==> src/rtl/uart_rx_pkg.sv <==
// uart_rx_pkg: shared UART constants and the 2-of-3 vote used by the sample filter.
package uart_rx_pkg;
  localparam int UART_DATA_BITS = 8;
  function automatic logic maj3(input logic a, input logic b, input logic c);
    return (a & b) | (a & c) | (b & c);
  endfunction
endpackage

==> src/rtl/uart_rx_synchronizer.sv <==
// synchronizer: generic 2-flop synchronizer for one asynchronous input, with a parameterised reset value.
module synchronizer #(
  parameter logic RST_VAL = 1'b1
) (
  input  logic clk,
  input  logic rst_n,
  input  logic d,
  output logic q
);
  logic meta;
  always_ff @(posedge clk or negedge rst_n) begin
    if (!rst_n) begin
      meta <= RST_VAL;
      q    <= RST_VAL;
    end else begin
      meta <= d;
      q    <= meta;
    end
  end
endmodule

==> src/rtl/uart_rx.sv <==
// uart_rx: oversampling 8N1 UART receiver feeding a single-entry AXI-Stream byte buffer.
// Define UART_RX_MAJORITY_EN to take each bit sample as a 2-of-3 vote.
module uart_rx
  import uart_rx_pkg::*;
#(
  parameter int DIVISOR = 16
) (
  input  logic       clk,
  input  logic       rst_n,
  input  logic       rx,
  input  logic       m_axis_ready,
  output logic       m_axis_valid,
  output logic [7:0] m_axis_data,
  output logic       overflow,
  output logic       frame_error
);
  typedef enum logic [2:0] {IDLE, START, DATA, STOP, BREAK} state_t;
  localparam int CW = $clog2(DIVISOR);
  localparam int IW = $clog2(UART_DATA_BITS);
  localparam logic [CW-1:0] FULL = CW'(DIVISOR - 1);
  localparam logic [CW-1:0] HALF = CW'(DIVISOR / 2 - 1);
`ifdef UART_RX_MAJORITY_EN
  localparam int MIN_DIV = 8;
`else
  localparam int MIN_DIV = 4;
`endif
  if (DIVISOR < MIN_DIV) begin : g_bad_divisor
    $error("uart_rx: DIVISOR %0d below minimum %0d", DIVISOR, MIN_DIV);
  end
  state_t state, state_d;
  logic [CW-1:0] cnt;
  logic [IW-1:0] idx;
  logic [UART_DATA_BITS-1:0] sh;
  logic rx_s, tick, smp, deliver;
  synchronizer #(.RST_VAL(1'b1)) u_sync (.clk(clk), .rst_n(rst_n), .d(rx), .q(rx_s));
  assign tick = cnt == '0;
`ifdef UART_RX_MAJORITY_EN
  // The counter steps by one every cycle, so the last two rx_s values are those at counts 2 and 1.
  logic [1:0] hist;
  always_ff @(posedge clk) hist <= {hist[0], rx_s};
  assign smp = maj3(hist[1], hist[0], rx_s);
`else
  assign smp = rx_s;
`endif
  assign deliver = state == STOP && tick && smp;
  always_comb begin
    state_d = state;
    case (state)
      IDLE:    state_d = rx_s ? IDLE : START;
      START:   state_d = !tick ? START : smp ? IDLE : DATA;
      DATA:    state_d = tick && idx == IW'(UART_DATA_BITS - 1) ? STOP : DATA;
      STOP:    state_d = !tick ? STOP : smp ? IDLE : BREAK;
      BREAK:   state_d = rx_s ? IDLE : BREAK;
      default: state_d = IDLE;
    endcase
  end
  always_ff @(posedge clk or negedge rst_n) begin
    if (!rst_n) begin
      state        <= IDLE;
      cnt          <= '0;
      idx          <= '0;
      m_axis_valid <= 1'b0;
      overflow     <= 1'b0;
      frame_error  <= 1'b0;
    end else begin
      state        <= state_d;
      cnt          <= state == IDLE ? HALF : tick ? FULL : cnt - CW'(1);
      idx          <= state == DATA && tick ? idx + IW'(1) : state == DATA ? idx : '0;
      m_axis_valid <= deliver | (m_axis_valid & ~m_axis_ready);
      overflow     <= deliver & m_axis_valid & ~m_axis_ready;
      frame_error  <= state == STOP && tick && !smp;
    end
  end
  always_ff @(posedge clk) begin
    if (state == DATA && tick) sh <= {smp, sh[UART_DATA_BITS-1:1]};
    if (deliver && (!m_axis_valid || m_axis_ready)) m_axis_data <= sh;
  end
endmodule

==> config.mk <==
export PLATFORM = sky130hd
export DESIGN_NAME = uart_rx
export DESIGN_NICKNAME = d
export VERILOG_FILES = /design/src/rtl/uart_rx_pkg.sv /design/src/rtl/uart_rx_synchronizer.sv /design/src/rtl/uart_rx.sv
export SDC_FILE = /design/constraint.sdc
export NUM_CORES = 1
export LEC_CHECK = 0
export BUFFER_PORTS_ARGS = -buffer_cell sky130_fd_sc_hd__buf_2
export CAP_MARGIN = 15
export CORE_UTILIZATION = 30
export DETAILED_ROUTE_END_ITERATION = 12
export GPL_ROUTABILITY_DRIVEN = 1
export PLACE_DENSITY = 0.48
export SKIP_CTS_REPAIR_TIMING = 1
export SYNTH_ARGS = -nofsm -noshare
export SYNTH_HDL_FRONTEND = slang
export SYNTH_SLANG_ARGS = --single-unit
==> constraint.sdc <==
create_clock -name clk -period 5.55 [get_ports clk]
set_clock_uncertainty 0.1 [all_clocks]
set_input_delay 0.2775 -clock clk [delete_from_list [all_inputs] [get_ports clk]]
set_output_delay 0.2775 -clock clk [all_outputs]
set_load 0.005 [all_outputs]
==> implementation parameters <==
Parameter                              Value

Outcome
  Run status    completed

Logic synthesis
  Flops & latches, synth    31
  Avg Cell Area, Syn    approximately 15 um2
  Post-synth net total    81
  Synthesized instance count    74
  Synthesized cell area    between 0.001 and 0.0015 mm2
  Yosys cell types    23
  Sequential share of the synthesized area    0.752
  Number of warnings reported in the yosys synthesis log    0

Clock tree
  Cell at the root of the clock tree    clkbuf_8
  Number of buffers created by CTS    5
  Clock Path Buffers    2
  TritonCTS clock tree    yes
  Maximum level of the CTS H-tree    2
  Source-to-sink clock delay at the later pin of the worst-skew pair    0.28 ns
  CTS clk-pin slew, worst paths    0.06 ns
  Clock sink total    31

Floorplanning
  Placeable core region    0.00366 mm2
  Die Wd    63.7 um
  Site row count    22
  Count of pins on the block boundary    15
  Initial core utilization    0.312
  Floorplan die height    63.7 um
  Die ar.    just over 0.004 mm2

Drt
  Highest routed metal layer    met4
  DR vias    628
  Met2 wire length    707 um
  Wire length per cell    11.5 um
  Routed length on met3    101 um
  Wire length on met1    846 um
  Total routed wirelength    roughly 1700 um
  Routed via count divided by cell count    4.30
  Antenna-violating nets left    0
  Post-route DRC violation count    0
  Initial detailed-routing violation count    18
  First drt pass iteration count    3

Timing
  Worst slew pin tran    0.706 ns
  Setup TNS after final layout    0 ns
  Highest achievable clock rate    approximately 430 MHz
  Setup repair after global routing missed its margin    false
  Tightest slew margin relative to the limit    0.528
  Slew Viols, Final    0
  Setup Viol. Count Final    0
  Worst-case hold slack    0.195 ns
  Period utilization    0.423
  Clock period minus final worst setup slack    2.35 ns
  Final-report hold violation count    0

Placement
  # port buffers    14
  Final Wtd Congestion    0.671
  Post-DP HPWL    1140 um
  Area post-placement    0.00127 mm2

Cells and area
  Fillcell total    349
  Post-layout instance area    approximately 0.0014 mm2
  Final Net Count    104
  Fraction of layout instances using a drive strength above 1    0.276
  Area occupied by multi-input gates    ~270 um2
  Sequential cell area    858 um2
  N_diodes    0
  Synthesis-to-finish area growth    22.6%

Critical path
  Critical Path Sink Type    flop
  Startpoint kind of the worst setup timing path    flop
  Data arrival time at the worst-slack endpoint    2.16 ns
  Data required time of the worst path    5.37 ns
  Maximum fanout count along the critical path    8
  Critical setup path kind    flop to flop

Global routing
  Via count of the first global-routing pass    570
  Total congestion overflow    0
  Antenna violations before repair    0
  Global-route wire length before repair    between 2000 and 3000 um
  Largest net degree at the start of global routing    16
  GRT Total Usage    0.0939

Pwr
  Cell area power density    424 mW/mm2
  Max VDD drop    231 uV
  Static Leak    0.583 nW

Worst hold path
  Hold/Removal Path Class    input pin to flop

Run
  Max-cap violations    0
## synth_stat cells
master	instances	area, um2
nor2_1	10	37.5
a311oi_1	1	8.76
nand2_1	5	18.8
o21bai_1	1	7.51
dfrtp_1	13	325
or3_1	1	6.26
dfstp_2	2	52.6
edfxtp_1	16	480
nand4_1	1	6.26
o41ai_1	1	8.76
a21oi_1	2	10.0
nand2_2	1	6.26
nand3_1	2	10.0
mux2i_1	2	20.0
xnor2_1	2	17.5
ha_1	3	37.5
nor2b_1	2	12.5
mux2_4	1	15.0
inv_1	3	11.3
nor3b_2	1	12.5
nor3_1	1	5.00
nor3b_4	1	18.8
nand2b_1	2	12.5
## registers in the layout (all words and copies together) (netlist names)
signal,flops
sh,8
u_sync.q,1
u_sync.meta,1
state,3
idx,3
frame_error,1
m_axis_valid,1
overflow,1
m_axis_data,8
cnt,4
## final timing paths
check | startpoint | end | slack (ns) | cells after the start
max reg2reg | cnt[0] | m_axis_data[5] | 3.20 | 5
min reg2reg | u_sync.meta | u_sync.q | 0.26 | 0
min | m_axis_ready | overflow | 0.20 | 3
max | cnt[0] | m_axis_data[5] | 3.20 | 5
max in group asynchronous | rst_n | u_sync.q | 4.72 | 2
min in group asynchronous | rst_n | idx[2] | 0.33 | 2
## metal layers
layer | vias up | global-route usage
li1 | 305 | -
met1 | 300 | 0.112
met2 | 19 | 0.132
met3 | 4 | 0.0598
met4 | 0 | 0.0426
met5 | - | 0
## layout by cell type, fill, tap and decap left out, drive strengths merged
cell type,count
a21oi,2
a311oi,1
buf,14
bufinv,1
clkbuf,5
clkinv,2
dfrtp,13
dfstp,2
dlygate4sd3,2
edfxtp,16
ha,3
inv,3
mux2,1
mux2i,2
nand2,6
nand2b,2
nand3,2
nand4,1
nor2,10
nor2b,2
nor3,1
nor3b,2
o21bai,1
o41ai,1
or3,1
xnor2,2
## layout make-up
class                   count  area share
well taps                  48      0.0429
multi-input cells          40       0.194
clock buffers               5      0.0492
flip-flops and latches     31       0.614
clock inverters             3      0.0277
repair buffers             16      0.0644
inverters                   3     0.00805
## cell families (layout without fill, tap and decap cells)
kind of cell	after synthesis	in the layout	share of synthesized area
compound gates	5	5	0.0307
mux	3	3	0.0307
xor+xnor	2	2	0.0154
simple gates	27	27	0.128
flops	31	31	0.752
fa+ha+maj	3	3	0.0329
buf+inv	3	27	0.00987
## through the flow
stage	cells	utilization	total power [W]	setup slack (ns)
6_report	146	0.382	0.000594	3.20
5_1_grt	146	0.382	0.000626	2.95
4_1_cts	144	0.377	0.000600	3.16
3_5_place_dp	136	0.347	0.000384	3.18
3_3_place_gp	136	0.347	0.000381	3.27
2_1_floorplan	74	-	0.000362	3.47
## report_power, final
| group | switching, W | internal, W |
|---|---|---|
| logic | 0.0000421 | 0.0000429 |
| clock network | 0.0000824 | 0.000131 |
| registers | 0.0000283 | 0.000267 |
## critical path, cell delays in order (launching register included)
cell and delay [ns]:
dfrtp_1 0.41, inv_1 0.07, ha_1 0.22, nor3b_4 0.41
nand4_1 0.21, nor2b_1 0.56
(Power assumes the default switching activity.)
